File: src/rtl/mt_fetch_pkg.sv
// Shared sizing helpers for the barrel-core fetch stage.
package mt_fetch_pkg;

   localparam int unsigned INSTR_BYTES = 4;
   localparam int unsigned PKT_VALID_W = 1;

   function automatic int unsigned bits_threads(input int unsigned n);
      return (n <= 2) ? 1 : $clog2(n);
   endfunction

   function automatic int unsigned pkt_tid_w(input int unsigned n);
      return bits_threads(n);
   endfunction

   function automatic int unsigned pkt_width(input int unsigned data_w,
                                             input int unsigned addr_w,
                                             input int unsigned n);
      return PKT_VALID_W + pkt_tid_w(n) + 2 * addr_w + data_w;
   endfunction

endpackage

File: src/rtl/mt_fetch_rr_sel.sv
// Round-robin thread picker: first enabled thread after last_tid, last_tid itself last.
module rr_thread_sel
   import mt_fetch_pkg::*;
#(
   parameter int unsigned NUM_THREADS = 8,
   localparam int unsigned BITS = bits_threads(NUM_THREADS)
) (
   input  logic [NUM_THREADS-1:0] mask,
   input  logic [BITS-1:0]        last_tid,
   output logic [BITS-1:0]        sel,
   output logic                   any
);

   logic [BITS:0] idx;

   // Scan from farthest to nearest so the nearest enabled thread wins.
   always_comb begin
      sel = '0;
      any = 1'b0;
      idx = '0;
      for (int unsigned k = NUM_THREADS; k >= 1; k--) begin
         idx = {1'b0, last_tid} + (BITS+1)'(k);
         if (idx >= (BITS+1)'(NUM_THREADS))
            idx = idx - (BITS+1)'(NUM_THREADS);
         if (mask[idx[BITS-1:0]]) begin
            sel = idx[BITS-1:0];
            any = 1'b1;
         end
      end
   end

endmodule

File: src/rtl/mt_fetch_rr.sv
// Barrel-core fetch stage: per-thread PC file, round-robin select, registered packet.
module mt_fetch_rr
   import mt_fetch_pkg::*;
#(
   parameter int unsigned DATA_WIDTH    = 32,
   parameter int unsigned ADDRESS_WIDTH = 32,
   parameter int unsigned NUM_THREADS   = 8,
   parameter logic [ADDRESS_WIDTH-1:0] RESET_PC         = '0,
   parameter logic [ADDRESS_WIDTH-1:0] THREAD_PC_STRIDE = '0,
   localparam int unsigned BITS_THREADS = bits_threads(NUM_THREADS)
) (
   input  logic                     clk,
   input  logic                     rst,
   input  logic [NUM_THREADS-1:0]   thread_en,
   input  logic                     stall_f,
   input  logic                     pc_src_e,
   input  logic [BITS_THREADS-1:0]  tid_e,
   input  logic [ADDRESS_WIDTH-1:0] pc_target_e,
   output logic [ADDRESS_WIDTH-1:0] imem_addr,
   input  logic [DATA_WIDTH-1:0]    imem_rdata,
   output logic                     valid_f,
   output logic [BITS_THREADS-1:0]  tid_f,
   output logic [ADDRESS_WIDTH-1:0] pc_f,
   output logic [ADDRESS_WIDTH-1:0] pc_plus4_f,
   output logic [DATA_WIDTH-1:0]    instr_f
);

   logic [ADDRESS_WIDTH-1:0] pc_q [NUM_THREADS];
   logic [ADDRESS_WIDTH-1:0] pc_d [NUM_THREADS];
   logic [BITS_THREADS-1:0]  last_q, last_d;
   logic                     valid_q, valid_d;
   logic [BITS_THREADS-1:0]  tid_q, tid_d;
   logic [ADDRESS_WIDTH-1:0] pcf_q, pcf_d;
   logic [ADDRESS_WIDTH-1:0] pc4_q, pc4_d;
   logic [DATA_WIDTH-1:0]    instr_q, instr_d;

   logic [BITS_THREADS-1:0]  sel;
   logic                     any;
   logic [ADDRESS_WIDTH-1:0] eff_pc;
   logic [ADDRESS_WIDTH-1:0] eff_pc4;
   logic                     fetch;
   logic                     kill;

   rr_thread_sel #(
      .NUM_THREADS (NUM_THREADS)
   ) u_sel (
      .mask     (thread_en),
      .last_tid (last_q),
      .sel      (sel),
      .any      (any)
   );

   assign eff_pc    = (pc_src_e && (tid_e == sel)) ? pc_target_e : pc_q[sel];
   assign eff_pc4   = eff_pc + ADDRESS_WIDTH'(INSTR_BYTES);
   assign imem_addr = eff_pc;
   assign fetch     = !stall_f && any;
   assign kill      = pc_src_e && valid_q && (tid_e == tid_q);

   // A fetched thread's increment already absorbs a same-cycle redirect via eff_pc.
   always_comb begin
      pc_d = pc_q;
      for (int unsigned i = 0; i < NUM_THREADS; i++) begin
         if (fetch && (sel == BITS_THREADS'(i)))
            pc_d[i] = eff_pc4;
         else if (pc_src_e && (tid_e == BITS_THREADS'(i)))
            pc_d[i] = pc_target_e;
      end
   end

   always_comb begin
      last_d  = last_q;
      valid_d = valid_q;
      tid_d   = tid_q;
      pcf_d   = pcf_q;
      pc4_d   = pc4_q;
      instr_d = instr_q;
      if (fetch) begin
         last_d  = sel;
         valid_d = 1'b1;
         tid_d   = sel;
         pcf_d   = eff_pc;
         pc4_d   = eff_pc4;
         instr_d = imem_rdata;
      end else if (!stall_f || kill) begin
         valid_d = 1'b0;
      end
   end

   always_ff @(posedge clk or posedge rst) begin
      if (rst) begin
         for (int unsigned i = 0; i < NUM_THREADS; i++)
            pc_q[i] <= RESET_PC + ADDRESS_WIDTH'(i) * THREAD_PC_STRIDE;
      end else begin
         pc_q <= pc_d;
      end
   end

   always_ff @(posedge clk or posedge rst) begin
      if (rst) begin
         last_q  <= BITS_THREADS'(NUM_THREADS - 1);
         valid_q <= 1'b0;
         tid_q   <= '0;
         pcf_q   <= '0;
         pc4_q   <= '0;
         instr_q <= '0;
      end else begin
         last_q  <= last_d;
         valid_q <= valid_d;
         tid_q   <= tid_d;
         pcf_q   <= pcf_d;
         pc4_q   <= pc4_d;
         instr_q <= instr_d;
      end
   end

   assign valid_f    = valid_q;
   assign tid_f      = tid_q;
   assign pc_f       = pcf_q;
   assign pc_plus4_f = pc4_q;
   assign instr_f    = instr_q;

endmodule

File: config.mk
export PLATFORM = sky130hd
export DESIGN_NAME = mt_fetch_rr
export DESIGN_NICKNAME = d
export VERILOG_FILES = /design/src/rtl/mt_fetch_pkg.sv /design/src/rtl/mt_fetch_rr_sel.sv /design/src/rtl/mt_fetch_rr.sv
export SDC_FILE = /design/constraint.sdc
export NUM_CORES = 1
export LEC_CHECK = 0
export ABC_CLOCK_PERIOD_IN_PS = 13500
export CORE_UTILIZATION = 52
export CTS_BUF_LIST = sky130_fd_sc_hd__clkbuf_4 sky130_fd_sc_hd__clkbuf_8
export DETAILED_ROUTE_END_ITERATION = 10
export MAX_ROUTING_LAYER = met4
export PLACE_DENSITY_LB_ADDON = 0.1
export SYNTH_ARGS = -nofsm -noshare
export SYNTH_HDL_FRONTEND = slang
export SYNTH_SLANG_ARGS = --single-unit
File: constraint.sdc
create_clock -name clk -period 13.5 [get_ports clk]
set_input_delay 1.35 -clock clk [delete_from_list [all_inputs] [get_ports clk]]
set_output_delay 1.35 -clock clk [all_outputs]
set_load 0.01 [all_outputs]
==> summary.md, run 1 <==
| Metric | Value |
|---|---|
| CTS tree | built |
| Final #Nets | 2226 |
| Antenna violations before repair | 0 |
| Critical path endpoint category | output pin |
| Cells after DPL | 2593 |
| Reg2Reg Capture Point | pc_q[255] |
| Worst Setup EP | imem_addr[15] |
| Root buf cell | clkbuf_8 |
| Crit path DAT | 7.01 ns |
| WS Path Type | flop to output pin |
| Ys flop type | dfrtp_1 |
| Clk sinks | 357 |
| Layout Cells excl Fill | 2695 |
| FP Rows | 71 |
| Clock-pin transition on the worst setup and hold timing paths | 0.06 ns |
| Post_cts resized | 0 |
| Synth Instances | 2023 |
| Worst slack, placed | 5.80 ns |
| Largest net degree at the start of global routing | 166 |
| Worst r2r path cells | 18 |
| FF+latch count, synth | 357 |
| Synthesized area | 20100 um^2 |
| Setup Viol. Count Final | 0 |
| Number of global-route vias before repair | 16200 |
| Final Util | 0.625 |
| H-tree levels | 2 |
| Post-Synthesis Net Count | 2105 |
| Max Cap Viol | 0 |
| Largest cells by area after synthesis | dfrtp_1 44%, mux2_2 9.9%, mux2i_1 6.8%, a21oi_1 5.2%, nand2_1 4.1% |
| Post-synth top area cell | dfrtp_1 |
| Pre-Repair DR Iteration Count | 5 |
| Vias | 16500 |
| Slew Limit Fails | 0 |
| Fin crit share | 0.619 |
| # IOs | 211 |
| First-pass GRT wire length | 93.9 mm |
| F_max | 120 MHz |
| Hold_buf cts | 0 |
| Synth Warn # | 0 |
| Worst setup margin | 5.14 ns |
| Synth unique cells | 81 |
| Top-count cell post-synth | dfrtp_1 |
| Die width | 198 um |
| Worst setup path startpoint | last_q[0] |
| Share of cells above drive strength 1 | 0.184 |
| Critical Path Source Type | flop |
| Core footprint | 37800 um^2 |
| Reg2reg start | last_q[0] |
| Endpoints failing hold | 0 |
| FFs w/ async S/R, synth | 1.00 |
| GRT overflow | 0 |
| RSZ-0062 raised after global routing | no |
| Synth cell count leaders | 354 x dfrtp_1, 217 x nand2_1, 209 x a21oi_1, 176 x mux2_2, 137 x mux2i_1 |
| # diodes | 0 |
| Post-Route WL | 60.3 mm |
| Number of synthesized flops with an enable pin | 0 |
| Average cell area after synthesis | 9.92 um^2 |
| Share of the synthesized area in the top cell type | 0.441 |
| DRC | 0 |
| Slew margin rel. | 0.253 |
| Post-layout min period | 8.36 ns |
| Port Buffers | 210 |
| Worst Hold Class | flop to flop |
| Drt first-iter violations | 1524 |
| DIE AREA | 39400 um^2 |
| Die height | 198 um |
| WP data required | 12.15 ns |
| Routed Antenna Nets | 0 |
| DR WL/cell | 22.4 um |
| Starting Density | 0.530 |
| Final Skew | 0.0437 ns |
| Clk_lat worst skew | 0.67 ns |
| Worst R2R Setup Slack | 5.76 ns |
| Clk buf depth | 3 |
| Setup_tns | 0 ns |
| Via/cell ratio | 6.13 |
| Outcome | finished, final reports clean |
| Area growth from synthesis to layout | 17.8% |
| Least-Margin Pin Slew | 1.12 ns |
| Total global-route track usage | 0.319 |
| Post-DP HPWL | 35.9 mm |
| CTS Buf Count | 60 |
| # Post-CTS Setup Buffers | 0 |
| Gpl congestion | 0.845 |
| Seq/Total Area, Yosys | 0.445 |
| CP max FO | 60 |
-- worst min path at each step --
stage	startpoint	end	slack (ns)	cells past startpoint
after floorplan	pc_q[32]	pc_q[32]	0.47	1
final	pc_plus4_f[18]	pc_plus4_f[18]	0.48	2
after detailed placement	pc_plus4_f[18]	pc_plus4_f[18]	0.47	2
after global placement	pc_plus4_f[15]	pc_plus4_f[15]	0.46	2
after CTS	pc_plus4_f[18]	pc_plus4_f[18]	0.48	2
after global routing	pc_f[2]	pc_f[2]	0.50	1
-- kinds of logic (layout without fill, tap and decap cells) --
group                    count (synthesis)  after routing  synth area share
AO/OA/AOI/OAI                          509            509             0.158
AND/OR/NAND/NOR                        562            562             0.132
adder cells (fa/ha/maj)                  3              3           0.00187
flip-flops                             357            357             0.445
XOR/XNOR                                37             37            0.0184
multiplexers                           341            341             0.197
buffers and inverters                  214            375            0.0471
-- worst max-delay path: stages, from the launching register on --
cell and delay [ns]:
dfstp_2 0.92, inv_2 0.26, ha_1 0.81, mux4_2 0.66, mux2i_1 0.35, nand2_1 0.11
a21oi_1 0.21, nor4_2 0.13, nor2_4 0.25, buf_4 0.77, a21oi_1 0.16, a221o_1 0.40
a31oi_1 0.59, clkdlybuf4s50_1 0.66
-- area by class of cell --
| type | count | area, um^2 |
|---|---|---|
| Clock buffer | 100 | 1230 |
| Clock inverter | 2 | 16.3 |
| Fill cell | 3204 | 14200 |
| Inverter | 19 | 78.8 |
| Multi-Input combinational cell | 1452 | 10300 |
| Sequential cell | 357 | 8940 |
| Tap cell | 511 | 639 |
| Timing Repair Buffer | 254 | 2440 |
-- per-layer routing --
metal / track usage / vias to the layer above / share of wire
li1: - / 7478 / -
met1: 0.434 / 8210 / 0.43
met2: 0.491 / 721 / 0.47
met3: 0.0536 / 113 / 0.071
met4: 0.0957 / 0 / 0.025
met5: - / - / 0
-- registers in the layout, indices dropped and copies added, names as in the netlist --
name,count
instr_f,32
tid_f,3
valid_f,1
pc_q,256
pc_f,32
pc_plus4_f,30
last_q,3
-- cells in the final DEF, fill, tap and decap left out, types with 88 or more instances in the layout --
cell / netlist / layout
o21ai_0: 88 / 88
mux2_2: 176 / 176
nor2_1: 125 / 123
a21oi_1: 209 / 209
dfrtp_1: 354 / 354
nor2b_1: 105 / 105
clkdlybuf4s50_1: 0 / 210
a211oi_1: 106 / 106
mux2i_1: 137 / 137
nand2_1: 217 / 217
-- stage by stage --
stage                     hold WS (ns)  area [um^2]
after global placement           0.462        22400
final                            0.478        23600
after detailed placement         0.470        22400
after floorplan                  0.471        20100
after CTS                        0.483        23600
after global routing             0.500        23600
Power of run 1 is not shown: default switching activity piles up to over one toggle a cycle in this logic, so the estimate is an artifact.
==> inputs of run 2 (changes only) <==
Settings changed: ABC_CLOCK_PERIOD_IN_PS 13500 to 7200.
Clock period 13.5 ns to 7.2 ns, I/O delays scaled along.
==> run 2 against run 1 <==
  * First-iteration DRC count shrank 6.4%
  * Clock skew shrank 0.016 ns
  * Critical path depth grew 1
  * Worst setup slack lost 4.7 ns
  * Largest cell class unchanged
  * Highest routed layer unchanged
==> summary.md, run 2 (same netlist as run 1, synthesis figures left out) <==
| Metric | Value |
|---|---|
| Outcome | finished, final reports clean |
| Max Used Layer | met4 |
| CP max FO | 59 |
| Finished Cell Area | 24000 um^2 |
| Critical path endpoint category | output pin |
| Final #Nets | 2261 |
| Worst path cell trace | inv_2, ha_2, mux2i_1, mux4_2, nand4_1, a21oi_1, or4_1, nand2_8, buf_4, mux2i_1, a221o_1, a31o_2, inv_1, clkdlybuf4s50_1 |
| Post-layout min period | 6.73 ns |
| H-tree levels | 2 |
| Clk buf depth | 3 |
| Area post-placement | 22700 um^2 |
| Number of global-route vias before repair | 16300 |
| Most Frequent Cell on Critical Path | mux2i_1 |
| Area growth from synthesis to layout | 19.6% |
| Antenna violations before repair | 2 |
| Least-Margin Pin Slew | 1.23 ns |
| GRT overflow | 0 |
| Slew margin rel. | 0.176 |
| Die height | 198 um |
| Post-Route WL | 61.7 mm |
| F_max | 149 MHz |
| DR WL/cell | 22.5 um |
| Final Skew | 0.0280 ns |
| Slew Limit Fails | 0 |
| CTS tree | built |
| Pre-Repair DR Iteration Count | 5 |
| DRC | 0 |
| Worst R2R Setup Slack | 0.54 ns |
| # IOs | 211 |
| Routed Antenna Nets | 0 |
| Wire length on met2 | 29.3 mm |
| Max Cap Viol | 0 |
| DIE AREA | 39400 um^2 |
| Final Util | 0.634 |
| RSZ-0062 raised after global routing | no |
| Fin crit share | 0.934 |
| WS Path Type | flop to output pin |
| Drt first-iter violations | 1426 |
| Post-DP HPWL | 36.8 mm |
| First-pass GRT wire length | 95.4 mm |
| Crit path DAT | 6.01 ns |
| Largest register by flop count | pc_q |
| Endpoints failing hold | 0 |
| Most common cell after layout, fill and taps aside | dfrtp_1 |
| Setup_tns | 0 ns |
| CTS Buf Count | 60 |
| Worst setup path startpoint | last_q[0] |
| Reg2reg start | last_q[0] |
| Clock-pin transition on the worst setup and hold timing paths | 0.07 ns |
| Largest net degree at the start of global routing | 132 |
| Most frequent cells in the layout | 354 x dfrtp_1, 217 x nand2_1, 210 x clkdlybuf4s50_1 |
| Met3 WL post-DR | 4.44 mm |
| Vias | 16800 |
| Largest register FFs | 256 |
| Total global-route track usage | 0.326 |
| Clk_lat worst skew | 0.67 ns |
| Fillers | 3248 |
| FP Rows | 71 |
| Root buf cell | clkbuf_8 |
| Share of cells above drive strength 1 | 0.200 |
| Largest stage delay on the critical path | 0.76 ns |
| Gpl congestion | 0.875 |
| Reg2Reg Capture Point | pc_q[155] |
| Setup Viol. Count Final | 0 |
| Worst Hold Class | input pin to async pin |
| Core footprint | 37800 um^2 |
| Die width | 198 um |
| WP data required | 6.48 ns |
| Critical Path Source Type | flop |
| Slowest cell on the critical path | or4_1 |
| Clk sinks | 357 |
| Worst r2r path cells | 16 |
| Port Buffers | 210 |
| Starting Density | 0.530 |
| Via/cell ratio | 6.14 |
| Met1 wire length | 26.5 mm |
-- run 2: cell types whose count changed in the layout (fill, tap and decap cells not counted), sizes merged --
cell / previous run / this run
buf: 44 / 79
clkinv: 1 / 7
clkbuf: 100 / 97
clkinvlp: 0 / 2
diode: 0 / 2
bufinv: 0 / 1
inv: 20 / 19
-- run 2: worst max-delay path by stage --
stage                               end  slack, ns  cells past startpoint
after floorplan               pc_q[254]       0.52                     27
after global placement        pc_q[247]       0.39                     16
after detailed placement       pc_q[59]       0.35                     16
after CTS                 imem_addr[26]       0.29                     14
after global routing      imem_addr[30]       0.23                     15
final                     imem_addr[26]       0.47                     14
-- run 2: through the flow --
stage	cells	setup slack (ns)	hold slack (ns)
finish	2737	0.474	0.409
global route	2737	0.233	0.436
CTS	2735	0.293	0.385
detailed placement	2628	0.347	0.469
global placement	2628	0.389	0.462
floorplan	2023	0.520	0.471
-- run 2: area by class of cell --
type	instances	area, um^2	area share
Antenna cell	2	5.00	0.000209
Clock buffer	97	1230	0.0515
Clock inverter	10	81.3	0.00339
Inverter	19	75.1	0.00313
Multi-Input combinational cell	1452	10300	0.429
Sequential cell	357	8940	0.372
Tap cell	511	639	0.0266
Timing Repair Buffer	289	2720	0.113
-- run 2: worst max-delay path: cells and delay by family (launching register included) --
family	cells	cell delay [ns]
compound gates	3	0.75
fa+ha+maj	1	0.61
flops	1	0.54
mux	3	0.86
simple gates	3	1.41
buf+inv	4	1.13
-- run 2: what timing repair did --
item                       4_1_cts  5_1_grt
buffers inserted                 0        0
gates resized for setup          0        2
hold buffers                     0        0
setup endpoints to repair        0        7
-- run 2: per-layer routing --
metal | GRT usage | vias up
met5 | - | -
met4 | 0.101 | 0
met3 | 0.0414 | 121
met2 | 0.518 | 751
met1 | 0.438 | 8400
li1 | - | 7545
Power of run 2 is left out for the same reason.
==> inputs of run 3 (changes only) <==
Settings changed: ABC_CLOCK_PERIOD_IN_PS 7200 to 7620.
Clock period 7.2 ns to 7.62 ns, I/O delays scaled along.
==> run 3 against run 2 <==
  * Worst setup slack improved by 0.043 ns
  * Register-to-register slack improved by 0.36 ns
  * Count of clock-buffer cells in the layout increased by 4
  * Global-route usage increased by 0.39 points
  * Wire length increased by 0.48%
  * Core utilization increased by 0.52 points
  * Sequential cell count unchanged
  * Highest routed layer unchanged
==> summary.md, run 3 (same netlist as run 1, synthesis figures left out) <==
| Metric | Value |
|---|---|
| WS Path Type | flop to output pin |
| Vias | 16700 |
| H-tree levels | 3 |
| Area growth from synthesis to layout | 20.5% |
| RSZ-0062 raised after global routing | no |
| Largest net degree at the start of global routing | 132 |
| Core footprint | 37800 um^2 |
| Post_cts resized | 0 |
| Post-DP HPWL | 37.6 mm |
| CP max FO | 22 |
| Least-Margin Pin Slew | 1.26 ns |
| # Post-CTS Setup Buffers | 0 |
| Endpoints failing hold | 0 |
| Share of cells above drive strength 1 | 0.206 |
| Post-Route WL | 62.0 mm |
| Starting Density | 0.530 |
| WP data required | 6.86 ns |
| Pre-Repair DR Iteration Count | 8 |
| Setup_tns | 0 ns |
| Clk buf depth | 3 |
| GRT overflow | 0 |
| Most frequent cells in the layout | 354 x dfrtp_1, 217 x nand2_1, 210 x clkdlybuf4s50_1 |
| Gpl congestion | 0.924 |
| Clk_lat worst skew | 0.62 ns |
| Fin crit share | 0.932 |
| Clk sinks | 357 |
| # diodes | 0 |
| Worst Hold Class | flop to flop |
| Critical Path Source Type | flop |
| Hold_buf cts | 0 |
| Root buf cell | clkbuf_8 |
| Largest register FFs | 256 |
| DRC | 0 |
| Die height | 198 um |
| Clock-pin transition on the worst setup and hold timing paths | 0.06 ns |
| DR WL/cell | 22.5 um |
| Routed Antenna Nets | 0 |
| Most common cell after layout, fill and taps aside | dfrtp_1 |
| Final #Nets | 2277 |
| Post-layout min period | 7.10 ns |
| Crit path DAT | 6.34 ns |
| Total global-route track usage | 0.330 |
| First-pass GRT wire length | 96.2 mm |
| Port Buffers | 210 |
| CTS Buf Count | 66 |
| F_max | 141 MHz |
| CTS tree | built |
| DIE AREA | 39400 um^2 |
| Drt first-iter violations | 1380 |
| Final Skew | 0.0337 ns |
| Setup Viol. Count Final | 0 |
| Max Cap Viol | 0 |
| Slew Limit Fails | 0 |
| Number of global-route vias before repair | 16700 |
| # IOs | 211 |
| Via/cell ratio | 6.07 |
| Antenna violations before repair | 0 |
| FP Rows | 71 |
| Slew margin rel. | 0.159 |
| Largest register by flop count | pc_q |
| Die width | 198 um |
| Outcome | finished, final reports clean |
| Critical path endpoint category | output pin |
run 3: cell count changes in the layout (fill, tap and decap cells not counted), sizes merged:
| cell | delta |
|---|---|
| buf | +10 |
| bufinv | +2 |
| clkbuf | +4 |
| clkinv | +5 |
| clkinvlp | +1 |
| diode | -2 |
| inv | -1 |
run 3: path summary, 6_finish.rpt:
check                      cells after the start  slack [ns]        endpoint            from
min in group asynchronous                      2        0.62       pc_q[234]             rst
hold / removal                                 2        0.47  pc_plus4_f[20]  pc_plus4_f[20]
max in group asynchronous                      3        5.56        pc_q[53]             rst
hold reg to reg                                2        0.47  pc_plus4_f[20]  pc_plus4_f[20]
setup reg to reg                              20        0.90       pc_q[221]       last_q[0]
setup / recovery                              13        0.52    imem_addr[4]       last_q[0]
run 3: layout make-up:
class | count | area (um^2)
Sequential cell | 357 | 8940
Clock inverter | 17 | 165
Timing Repair Buffer | 299 | 2810
Fill cell | 3164 | 13700
Tap cell | 511 | 639
Multi-Input combinational cell | 1452 | 10300
Inverter | 19 | 75.1
Clock buffer | 101 | 1270
run 3: metrics by stage:
step | util | setup slack [ns] | hold slack [ns] | cells | area [um^2]
after CTS | 0.639 | 0.601 | 0.483 | 2756 | 24200
final | 0.639 | 0.517 | 0.474 | 2756 | 24200
after global routing | 0.639 | 0.205 | 0.494 | 2756 | 24200
after global placement | 0.601 | 1.05 | 0.462 | 2638 | 22800
after detailed placement | 0.601 | 0.959 | 0.470 | 2638 | 22800
after floorplan | - | 0.940 | 0.471 | 2023 | 20100
run 3: routing by layer:
metal	global-route usage	vias to the layer above	part of all wire
met2	0.504	719	0.46
met4	0.136	0	0.032
met5	-	-	0
met3	0.0578	149	0.076
met1	0.436	8281	0.43
li1	-	7586	-
run 3: worst max-delay path: stages, from the launching register on:
cell and delay, ns:
dfstp_2 0.53, inv_2 0.11, ha_1 0.78, mux2i_1 0.23
mux4_2 0.56, o21a_1 0.21, o221a_2 0.25, a21oi_4 0.51
xor2_1 0.38, a211o_1 0.58, buf_4 0.39, nor2_1 0.07
a31oi_1 0.49, clkdlybuf4s50_1 0.65
Power of run 3 is left out for the same reason.
